### config.mk
export PLATFORM = sky130hd
export DESIGN_NAME = seg7_scan_reader
export DESIGN_NICKNAME = d
export VERILOG_FILES = /design/src/rtl/seg7_rd_pkg.sv /design/src/rtl/seg7_glyph_dec.sv /design/src/rtl/seg7_scan_reader.sv
export SDC_FILE = /design/constraint.sdc
export NUM_CORES = 1
export LEC_CHECK = 0
export ABC_CLOCK_PERIOD_IN_PS = 3960
export CAP_MARGIN = 0
export CORE_ASPECT_RATIO = 0.9
export CORE_UTILIZATION = 35
export DETAILED_ROUTE_END_ITERATION = 10
export REMOVE_ABC_BUFFERS = 1
export SLEW_MARGIN = 15
export SYNTH_ARGS = -nofsm -noshare
export SYNTH_HDL_FRONTEND = slang
export SYNTH_HIERARCHICAL = 1
export SYNTH_SLANG_ARGS = --single-unit
### constraint.sdc
create_clock -name clk -period 3.96 [get_ports clk]
set_clock_uncertainty 0.1 [all_clocks]
set_input_delay 0.99 -clock clk [delete_from_list [all_inputs] [get_ports clk]]
set_output_delay 0.99 -clock clk [all_outputs]
set_load 0.01 [all_outputs]
### src/rtl/seg7_rd_pkg.sv
// Shared types and constants for the 7-segment scan reader: 74LS48 glyph
// patterns (abcdefg, bit 6 = segment a), the blank code and the scan FSM states.
package seg7_rd_pkg;

    localparam int unsigned SEG_W  = 7;
    localparam int unsigned CODE_W = 4;

    localparam logic [CODE_W-1:0] BLANK_CODE = 4'hF;

    localparam logic [SEG_W-1:0] GLYPH_0 = 7'b1111110;
    localparam logic [SEG_W-1:0] GLYPH_1 = 7'b0110000;
    localparam logic [SEG_W-1:0] GLYPH_2 = 7'b1101101;
    localparam logic [SEG_W-1:0] GLYPH_3 = 7'b1111001;
    localparam logic [SEG_W-1:0] GLYPH_4 = 7'b0110011;
    localparam logic [SEG_W-1:0] GLYPH_5 = 7'b1011011;
    localparam logic [SEG_W-1:0] GLYPH_6 = 7'b0011111;
    localparam logic [SEG_W-1:0] GLYPH_7 = 7'b1110000;
    localparam logic [SEG_W-1:0] GLYPH_8 = 7'b1111111;
    localparam logic [SEG_W-1:0] GLYPH_9 = 7'b1110011;
    localparam logic [SEG_W-1:0] GLYPH_A = 7'b0001101;
    localparam logic [SEG_W-1:0] GLYPH_B = 7'b0011001;
    localparam logic [SEG_W-1:0] GLYPH_C = 7'b0100011;
    localparam logic [SEG_W-1:0] GLYPH_D = 7'b1001011;
    localparam logic [SEG_W-1:0] GLYPH_E = 7'b0001111;
    localparam logic [SEG_W-1:0] GLYPH_F = 7'b0000000;

    typedef enum logic [1:0] {
        IDLE   = 2'd0,
        SETTLE = 2'd1,
        SAMPLE = 2'd2,
        HOLD   = 2'd3
    } state_e;

endpackage

### src/rtl/seg7_glyph_dec.sv
// Combinational 74LS48 glyph decoder: 7-bit segment pattern -> {valid, code}.
module seg7_glyph_dec
    import seg7_rd_pkg::*;
(
    input  logic [SEG_W-1:0]  pat,
    output logic              valid_c,
    output logic [CODE_W-1:0] code_c
);

    // Exact-match lookup; anything outside the glyph set is flagged invalid.
    always_comb begin
        valid_c = 1'b1;
        code_c  = BLANK_CODE;
        case (pat)
            GLYPH_0: code_c = 4'h0;
            GLYPH_1: code_c = 4'h1;
            GLYPH_2: code_c = 4'h2;
            GLYPH_3: code_c = 4'h3;
            GLYPH_4: code_c = 4'h4;
            GLYPH_5: code_c = 4'h5;
            GLYPH_6: code_c = 4'h6;
            GLYPH_7: code_c = 4'h7;
            GLYPH_8: code_c = 4'h8;
            GLYPH_9: code_c = 4'h9;
            GLYPH_A: code_c = 4'hA;
            GLYPH_B: code_c = 4'hB;
            GLYPH_C: code_c = 4'hC;
            GLYPH_D: code_c = 4'hD;
            GLYPH_E: code_c = 4'hE;
            GLYPH_F: code_c = 4'hF;
            default: valid_c = 1'b0;
        endcase
    end

endmodule

### src/rtl/seg7_scan_reader.sv
// Reader for a multiplexed 7-segment bus: synchronizes the bus, waits for each
// digit select to settle, decodes the glyph, filters it over several scans and
// publishes stable codes with an update strobe.
// Optional build macro SEG7_RD_ZERO_RESTORE_EN: republish ripple-blanked
// leading digits as 0.
module seg7_scan_reader
    import seg7_rd_pkg::*;
#(
    parameter int unsigned NUM_DIGITS   = 4,
    parameter int unsigned SETTLE_CYC   = 4,
    parameter int unsigned STABLE_SCANS = 2
) (
    input  logic                       clk,
    input  logic                       rst,
    input  logic                       seg_a,
    input  logic                       seg_b,
    input  logic                       seg_c,
    input  logic                       seg_d,
    input  logic                       seg_e,
    input  logic                       seg_f,
    input  logic                       seg_g,
    input  logic [NUM_DIGITS-1:0]      dig_en_n,
    output logic [4*NUM_DIGITS-1:0]    bcd_out,
    output logic                       upd_valid,
    output logic [2:0]                 upd_idx,
    output logic [NUM_DIGITS-1:0]      pat_err,
    output logic                       sel_err
);

    localparam int unsigned IDX_W  = 3;
    localparam int unsigned CNT_W  = 8;
    localparam int unsigned RUN_W  = 4;
    localparam int unsigned LOWC_W = 4;

    // Synchronizer stages
    logic [SEG_W-1:0]      seg_s1_q, seg_s1_d, seg_s2_q, seg_s2_d;
    logic [NUM_DIGITS-1:0] en_s1_q, en_s1_d, en_s2_q, en_s2_d;

    // FSM and filter state
    state_e                             state_q, state_d;
    logic [CNT_W-1:0]                   cnt_q, cnt_d;
    logic [IDX_W-1:0]                   cur_idx_q, cur_idx_d;
    logic [NUM_DIGITS-1:0]              en_lat_q, en_lat_d;
    logic [NUM_DIGITS-1:0][CODE_W-1:0]  cand_q, cand_d;
    logic [NUM_DIGITS-1:0][RUN_W-1:0]   run_q, run_d;
    logic [NUM_DIGITS-1:0][CODE_W-1:0]  bcd_q, bcd_d;
    logic [NUM_DIGITS-1:0]              pat_q, pat_d;
    logic                               upd_valid_q, upd_valid_d;
    logic [IDX_W-1:0]                   upd_idx_q, upd_idx_d;
    logic                               sel_err_q, sel_err_d;

    // Combinational helpers
    logic                dec_valid_c;
    logic [CODE_W-1:0]   dec_code_c;
    logic [LOWC_W-1:0]   low_cnt;
    logic [IDX_W-1:0]    low_idx;
    logic                en_chg;
    logic                take_entry;
    logic [CODE_W-1:0]   cur_cand, cur_bcd, new_cand, pub_code;
    logic [RUN_W-1:0]    cur_run, new_run;
    logic                do_pub;
`ifdef SEG7_RD_ZERO_RESTORE_EN
    logic                hi_ok, lo_nb;
`endif

    seg7_glyph_dec u_dec (
        .pat     (seg_s2_q),
        .valid_c (dec_valid_c),
        .code_c  (dec_code_c)
    );

    // Two-flop synchronizer inputs
    always_comb begin
        seg_s1_d = {seg_a, seg_b, seg_c, seg_d, seg_e, seg_f, seg_g};
        seg_s2_d = seg_s1_q;
        en_s1_d  = dig_en_n;
        en_s2_d  = en_s1_q;
    end

    // Synchronizer flops; enables reset to "none selected"
    always_ff @(posedge clk or posedge rst) begin
        if (rst) begin
            seg_s1_q <= '0;
            seg_s2_q <= '0;
            en_s1_q  <= '1;
            en_s2_q  <= '1;
        end else begin
            seg_s1_q <= seg_s1_d;
            seg_s2_q <= seg_s2_d;
            en_s1_q  <= en_s1_d;
            en_s2_q  <= en_s2_d;
        end
    end

    // Count active (low) enables and locate the selected digit
    always_comb begin
        low_cnt = '0;
        low_idx = '0;
        for (int unsigned i = 0; i < NUM_DIGITS; i++) begin
            if (!en_s2_q[i]) begin
                low_cnt = low_cnt + LOWC_W'(1);
                low_idx = IDX_W'(i);
            end
        end
        en_chg = (en_s2_q != en_lat_q);
    end

    // Pick out the filter state of the digit being scanned
    always_comb begin
        cur_cand = BLANK_CODE;
        cur_bcd  = BLANK_CODE;
        cur_run  = '0;
        for (int unsigned i = 0; i < NUM_DIGITS; i++) begin
            if (cur_idx_q == IDX_W'(i)) begin
                cur_cand = cand_q[i];
                cur_bcd  = bcd_q[i];
                cur_run  = run_q[i];
            end
        end
    end

    // Stability filter and publish decision for the current sample
    always_comb begin
        new_cand = cur_cand;
        new_run  = cur_run;
        if (!dec_valid_c) begin
            new_run = '0;
        end else if (dec_code_c == cur_cand) begin
            new_run = (cur_run == RUN_W'(STABLE_SCANS)) ? cur_run : cur_run + RUN_W'(1);
        end else begin
            new_cand = dec_code_c;
            new_run  = RUN_W'(1);
        end

        pub_code = new_cand;
`ifdef SEG7_RD_ZERO_RESTORE_EN
        // Blank digit becomes 0 when everything above is blank/0 and something below is shown
        hi_ok = 1'b1;
        lo_nb = 1'b0;
        for (int unsigned i = 0; i < NUM_DIGITS; i++) begin
            if (IDX_W'(i) > cur_idx_q) begin
                if (bcd_q[i] != BLANK_CODE && bcd_q[i] != CODE_W'(0)) hi_ok = 1'b0;
            end else if (IDX_W'(i) < cur_idx_q) begin
                if (bcd_q[i] != BLANK_CODE) lo_nb = 1'b1;
            end
        end
        if (new_cand == BLANK_CODE && hi_ok && lo_nb) pub_code = CODE_W'(0);
`endif

        do_pub = dec_valid_c && (new_run == RUN_W'(STABLE_SCANS)) && (pub_code != cur_bcd);
    end

    // Next-state, filter update and output computation
    always_comb begin
        state_d     = state_q;
        cnt_d       = cnt_q;
        cur_idx_d   = cur_idx_q;
        en_lat_d    = en_lat_q;
        cand_d      = cand_q;
        run_d       = run_q;
        bcd_d       = bcd_q;
        pat_d       = pat_q;
        upd_valid_d = 1'b0;
        upd_idx_d   = upd_idx_q;
        sel_err_d   = 1'b0;
        take_entry  = 1'b0;

        case (state_q)
            IDLE: take_entry = en_chg;
            SETTLE: begin
                if (en_chg) begin
                    take_entry = 1'b1;
                end else if (cnt_q == CNT_W'(SETTLE_CYC - 1)) begin
                    state_d = SAMPLE;
                end else begin
                    cnt_d = cnt_q + CNT_W'(1);
                end
            end
            SAMPLE: begin
                state_d = HOLD;
                for (int unsigned i = 0; i < NUM_DIGITS; i++) begin
                    if (cur_idx_q == IDX_W'(i)) begin
                        cand_d[i] = new_cand;
                        run_d[i]  = new_run;
                        if (!dec_valid_c) pat_d[i] = 1'b1;
                        if (do_pub) bcd_d[i] = pub_code;
                    end
                end
                if (do_pub) begin
                    upd_valid_d = 1'b1;
                    upd_idx_d   = cur_idx_q;
                end
            end
            HOLD: take_entry = en_chg;
            default: state_d = IDLE;
        endcase

        // Common reaction to a new enable vector
        if (take_entry) begin
            en_lat_d = en_s2_q;
            cnt_d    = '0;
            if (low_cnt == LOWC_W'(0)) begin
                state_d = IDLE;
            end else if (low_cnt == LOWC_W'(1)) begin
                state_d   = SETTLE;
                cur_idx_d = low_idx;
            end else begin
                state_d   = IDLE;
                sel_err_d = 1'b1;
            end
        end
    end

    // FSM state register
    always_ff @(posedge clk or posedge rst) begin
        if (rst) state_q <= IDLE;
        else     state_q <= state_d;
    end

    // Datapath and output registers
    always_ff @(posedge clk or posedge rst) begin
        if (rst) begin
            cnt_q       <= '0;
            cur_idx_q   <= '0;
            en_lat_q    <= '1;
            cand_q      <= {NUM_DIGITS{BLANK_CODE}};
            run_q       <= '0;
            bcd_q       <= {NUM_DIGITS{BLANK_CODE}};
            pat_q       <= '0;
            upd_valid_q <= 1'b0;
            upd_idx_q   <= '0;
            sel_err_q   <= 1'b0;
        end else begin
            cnt_q       <= cnt_d;
            cur_idx_q   <= cur_idx_d;
            en_lat_q    <= en_lat_d;
            cand_q      <= cand_d;
            run_q       <= run_d;
            bcd_q       <= bcd_d;
            pat_q       <= pat_d;
            upd_valid_q <= upd_valid_d;
            upd_idx_q   <= upd_idx_d;
            sel_err_q   <= sel_err_d;
        end
    end

    assign bcd_out   = bcd_q;
    assign upd_valid = upd_valid_q;
    assign upd_idx   = upd_idx_q;
    assign pat_err   = pat_q;
    assign sel_err   = sel_err_q;

endmodule

Word-level counts from Yosys, hierarchy flattened
Cells that the tools add are included.

Word-level logic and storage cells: 135. Bits in writable memories: 0. Bits in registers: 96. ROM bits: 0. Bits in latches: 0. Memories kept: 0.

Add/sub/neg operators: 5. Multiplexer cells: 43. Divide/modulo/power cells: 0. Equality and inequality tests: 32. Reduce and logical (&&, ||, !) cells: 26. Shift-type cells: 0. Bitwise operators: 2. $mul: 0. $lt $le $gt $ge: 0.

Operators by type and width (count): 2-to-1 mux 4 bit (20); one-hot mux 4 bit (15 select lines) (1); == test 7 bit (second input constant) (8); AND reduction 3 bit (11); 2-to-1 mux 8 bit (4); == test 7 x 6 -> 1 bit (second input constant) (3); adder 4 x 1 -> 4 bit (second input constant) (4); OR reduction 16 bit (1); == test 7 x 4 -> 1 bit (second input constant) (2); == test 7 x 5 -> 1 bit (second input constant) (2); 2-to-1 mux 1 bit (11); AND reduction 2 bit (5); adder 8 x 1 -> 8 bit (second input constant) (1); == test 4 x 2 -> 1 bit (second input constant) (2); == test 8 x 2 -> 1 bit (second input constant) (1); inequality test 4 bit (2); zero test 7 bit (1); == test 3 x 2 -> 1 bit (second input constant) (2); 2-to-1 mux 2 bit (3); 2-to-1 mux 3 bit (2); inequality test 3 bit (second input constant) (2); == test 2 bit (second input constant) (2); == test 4 x 1 -> 1 bit (second input constant) (1); == test 4 bit (1); 14 further kinds (16).

Logic depth before layout (Yosys ltp)
Depth after elaboration: 14. Mapped depth: 13. Depth with buffers taken out: 12.

Modules after synthesis
Netlist, hierarchy kept.

By module, submodules not included: seg7_scan_reader (sequential area each 2407.3 um2, area each 4340.4 um2, cells an instance 343, instances 1); seg7_glyph_dec (sequential area each 0.0 um2, area each 394.1 um2, cells an instance 59, instances 1).

Least setup slack after synthesis
OpenSTA, ideal clock, no wires.

Kind: register to register. Start: register seg_s2_q[6]. End: register upd_idx_q[0] (netlist: upd_idx[0]). Cell stages (with the launch flop): 14. Library setup time: 125 ps. Path buffers: 1. Setup slack: 272 ps. Required time: 3735 ps. Arrival: 3463 ps. Cells stage by stage: dfrtp_1 buf_2 nand4_1 a211oi_2 a211oi_1 and2_1 o2111ai_1 nor2_1 a22oi_2 and3b_1 or4b_4 o311ai_4 or3_4 mux2_4.

Word-level cells in the longest chain between the ends: 9.

RTL lines: start: declaration (line seg7_scan_reader.sv:36) `logic [SEG_W-1:0] seg_s1_q, seg_s1_d, seg_s2_q, seg_s2_d;`; start signal: assignment (line seg7_scan_reader.sv:89) `seg_s2_q <= seg_s2_d;`; == test 7 x 4 -> 1 bit, or another cell as far along (line seg7_glyph_dec.sv:14) `case (pat)`; one-hot mux 4 bit (15 select lines) (*) (line seg7_glyph_dec.sv:14); via dec_code_c[3] (line seg7_scan_reader.sv:54) `logic [CODE_W-1:0] dec_code_c;`; == test 4 bit (line seg7_scan_reader.sv:128) `end else if (dec_code_c == cur_cand) begin`; 2-to-1 mux 4 bit (line seg7_scan_reader.sv:128); 2-to-1 mux 4 bit (line seg7_scan_reader.sv:126) `if (!dec_valid_c) begin`; == test 4 x 2 -> 1 bit (line seg7_scan_reader.sv:150) `do_pub = dec_valid_c && (new_run == RUN_W'(STABLE_SCANS)) && (pub_code != cur_bcd);`; logical AND 1 bit (line seg7_scan_reader.sv:150); logical AND 1 bit (*) (line seg7_scan_reader.sv:150); AND reduction 2 bit (no line) (*); end signal: assignment (line seg7_scan_reader.sv:242) `upd_idx_q <= upd_idx_d;`; end: declaration (line seg7_scan_reader.sv:49) `logic [IDX_W-1:0] upd_idx_q, upd_idx_d;`.

Mark *: on every way through the listed nets, which the timed path passes. The rest lies on a longest branch. A chain may end at the register's enable or synchronous reset.

Worst setup path in the final report
Start: register seg_s2_q[2]. End: register bcd_q, in the netlist bcd_out[2].

Word-level cells in the longest chain between the ends: 9.

RTL lines: == test 7 x 4 -> 1 bit, or another cell as far along (line seg7_glyph_dec.sv:14); one-hot mux 4 bit (15 select lines) (*) (line seg7_glyph_dec.sv:14); via dec_code_c[3] (line seg7_scan_reader.sv:54); == test 4 bit (line seg7_scan_reader.sv:128); 2-to-1 mux 4 bit (line seg7_scan_reader.sv:128); 2-to-1 mux 4 bit (line seg7_scan_reader.sv:126); == test 4 x 2 -> 1 bit (line seg7_scan_reader.sv:150); logical AND 1 bit (2 in series) (line seg7_scan_reader.sv:150); AND reduction 3 bit (no line); end signal: assignment (line seg7_scan_reader.sv:228) `bcd_q <= {NUM_DIGITS{BLANK_CODE}};`; end: declaration (line seg7_scan_reader.sv:46) `logic [NUM_DIGITS-1:0][CODE_W-1:0] bcd_q, bcd_d;`.

Marks and branches as above.

==> results.md <==
* EDFF count, synth at 0
* Fin cells at 609
* Layout cells sized above 1 at 0.270
* Die W at 125 um
* Gpl congestion at 0.875
* CP Data Required Time at 4.12 ns
* Most common cell in the netlist: dfrtp_1
* Pins over their slew limit at 0
* I/O pin count at 38
* First-pass GRT wire length at 16.2 mm
* Syn Area/Cell at 11.8 um^2
* Total power at 2.33 mW
* Maximum VDD drop at 0.363 mV
* Buffers on Ports at 36
* Reg clk slew, reported paths at 0.07 ns
* GR Overflow Total at 0
* Slew margin rel. at 0.467
* Diode count at 0
* Synth Area in Simple Gates at 0.147
* Via density at 5.20
* Drc violations at 0
* Synth top area cells: dfrtp_1 (26%), dfstp_2 (24%), mux4_2 (5.7%), mux2_1 (3.8%), xnor2_1 (3.5%)
* WP buf/inv at 2
* Synthesized flop and latch total at 94
* RSZ-0062 raised after global routing: no
* Flop pwr share at 0.442
* Status: complete, no violations
* Synth top cells by count: dfrtp_1 (50), dfstp_2 (44), nand2_1 (44)
* Unique masters post-synth at 59
* Cells after synthesis at 402
* # fillers at 1202
* # rows at 39
* Crit share post-route at 0.943
* Delay-heaviest family, CP: simple AND/OR/NAND/NOR gates
* Worst path arrival time at 3.90 ns
* Setup violators final at 0
* Adder-cell share of the synthesized area at 0.0159
* Hold Vio Cnt, Final at 0
* Cell Int Power at 1.67 mW
* Critical-path top delay cell: or4b_4
* Setup Buffers After CTS at 0
* Vias at 3164
* P_sw at 0.660 mW
* Power Density at 416 nW/um^2
* DIE HEIGHT at 112 um
* Global Route Usage Sum at 0.148
* DR WL met3 at 401 um
* Starting DRC count in detailed routing at 230
* Layout overhead on the synthesized area at 18.5%
* Met2 wire len at 4.28 mm
* Drt wl/cell at 15.7 um
* Synth top area share at 0.264
* WL final at 9.56 mm
* # clock sinks at 94
* Ys async rst share at 1.00
* Largest net degree at the start of global routing at 95
* Max_cap viols at 0
* Initial cell density of the core at 0.366
* Final antenna-violating net count at 0
* Crit start category: register
* Leak pwr at 2.24 nW
* Clk Latency, worst-skew pair at 0.35 ns
* Mux cell area share after synthesis at 0.151
* Share of power burned in the clock network at 0.370
* Post-Synth XOR/XNOR Area at 0.0481
* Resized cells post-CTS at 0
* Cts hold-fix bufs at 0
* Main combinational cell family by area after synthesis: multiplexers
* Vias in the first global route at 3183
* Final net count at 459
* Sequential area share after synthesis at 0.508
* Initial antenna violation count at 0
* Hpwl dp at 6.71 mm
* Drt pass-1 iters at 4
* Max H-tree Level at 3
* Largest fanout on the critical path at 10
* Clock Path Buffers at 2
* Clock Tree Root: clkbuf_16
* Fin crit period at 3.73 ns
* Gate power share at 0.188
* Area leader, netlist: dfrtp_1
* CTS tree: built
* Crit-path cells: buf_4 -> xnor2_1 -> nor3b_1 -> o21bai_1 -> and2_1 -> o2111ai_2 -> nor2_2 -> a22oi_2 -> and3b_1 -> or4b_4 -> o311ai_4 -> buf_4 -> nor3_4 -> mux2_1
* Setup CP Type: reg -> reg
* Hold/Removal Path Class: reg -> reg
* Crit. End Element: register
* Critical Path Max Stage Delay at 0.54 ns
* Switching Fraction at 0.283
* Yosys warnings at 6
* Top Metal Used: met4
* Netlist Area Pre-Place at 4730 um^2
* Primary FF master, synth: dfrtp_1
* Top achievable clock speed at 268 MHz
* Core area at 12900 um^2
* Die ar. at 14000 um^2
* Dpl cells at 593
* Post-Route M1 WL at 4.73 mm
* Worst slew pin tran at 0.797 ns
* Complex-gate fraction of the synthesized area at 0.0959
* Most used cell, CP: buf_4
* CTS Buf Count at 9
power groups by stage:
| stage | Clock [mW] | Sequential [mW] | Combinational, mW |
|---|---|---|---|
| 2_1_floorplan | 0 | 1.10 | 0.249 |
| 3_3_place_gp | 0 | 1.04 | 0.429 |
| 3_5_place_dp | 0 | 1.05 | 0.437 |
| 4_1_cts | 0.888 | 1.03 | 0.438 |
| 5_1_grt | 0.924 | 1.03 | 0.483 |
| 6_report | 0.862 | 1.03 | 0.439 |
metrics by stage:
stage | worst slack [ns] | area (um^2) | util | TNS, ns | hold WS, ns
finish | 0.227 | 5610 | 0.434 | 0 | 0.250
global route | 0.0152 | 5610 | 0.434 | 0 | 0.259
CTS | 0.0976 | 5580 | 0.431 | 0 | 0.246
detailed placement | 0.123 | 5280 | 0.409 | 0 | 0.235
global placement | 0.210 | 5280 | 0.409 | 0 | 0.232
floorplan | -0.131 | 4620 | - | -0.259 | 0.231
final timing paths:
kind / start / endpoint / slack, ns / cells past startpoint
max: seg_s2_q[2]$_DFF_PP0_ / bcd_out[2]$_DFFE_PP1P_ / 0.23 / 14
min reg2reg: seg_s1_q[6]$_DFF_PP0_ / seg_s2_q[6]$_DFF_PP0_ / 0.25 / 0
max reg2reg: seg_s2_q[2]$_DFF_PP0_ / bcd_out[2]$_DFFE_PP1P_ / 0.23 / 14
max in group asynchronous: rst / cand_q[13]$_DFFE_PP1P_ / 2.40 / 3
min: seg_s1_q[6]$_DFF_PP0_ / seg_s2_q[6]$_DFF_PP0_ / 0.25 / 0
min in group asynchronous: rst / cur_idx_q[1]$_DFFE_PP0P_ / 0.98 / 3
sequential cells by signal (all words and copies together) (netlist names):
| register | count |
|---|---|
| bcd_out | 16 |
| cand_q | 16 |
| run_q | 16 |
| cnt_q | 8 |
| seg_s1_q | 7 |
| seg_s2_q | 7 |
| en_lat_q | 4 |
| en_s1_q | 4 |
| en_s2_q | 4 |
| pat_err | 4 |
| cur_idx_q | 2 |
| state_q | 2 |
| upd_idx | 2 |
| sel_err | 1 |
| upd_valid | 1 |
placed cells by master (no fill, tap or decap), drive strengths merged, types with 4 or more instances in the layout:
| cell | netlist | layout |
|---|---|---|
| a21oi | 5 | 5 |
| a22oi | 4 | 4 |
| and2 | 4 | 4 |
| buf | 12 | 11 |
| clkbuf | 8 | 10 |
| clkdlybuf4s50 | 0 | 36 |
| dfrtp | 50 | 50 |
| dfstp | 44 | 44 |
| ha | 6 | 6 |
| inv | 11 | 13 |
| mux2 | 29 | 29 |
| mux2i | 11 | 11 |
| mux4 | 12 | 12 |
| nand2 | 45 | 45 |
| nand3 | 12 | 12 |
| nand3b | 4 | 4 |
| nor2 | 20 | 20 |
| nor2b | 5 | 5 |
| nor3 | 8 | 8 |
| o21ai | 33 | 33 |
| o21bai | 6 | 6 |
| or3 | 5 | 5 |
| xnor2 | 19 | 19 |
| xor2 | 7 | 7 |
layer usage:
metal  global-route usage  up-vias
met3               0.0386       12
met2                0.220       70
met5                    0        -
li1                     -     1497
met1                0.207     1585
met4               0.0546        0
kinds of logic after synthesis:
logic type | count (synthesis)
compound gates | 67
xor+xnor | 26
fa+ha+maj | 6
buf+inv | 31
flops | 94
mux | 52
other cells | 1
simple gates | 125
final cells by class:
cell class | instances | area, um^2 | area share
Sequential cell | 94 | 2410 | 0.430
Inverter | 11 | 42.5 | 0.00758
Clock buffer | 10 | 229 | 0.0408
Timing Repair Buffer | 47 | 455 | 0.0812
Tap cell | 164 | 205 | 0.0366
Clock inverter | 6 | 67.6 | 0.0120
Multi-Input combinational cell | 277 | 2200 | 0.391
Note: power is estimated with default switching activity, not from simulation.
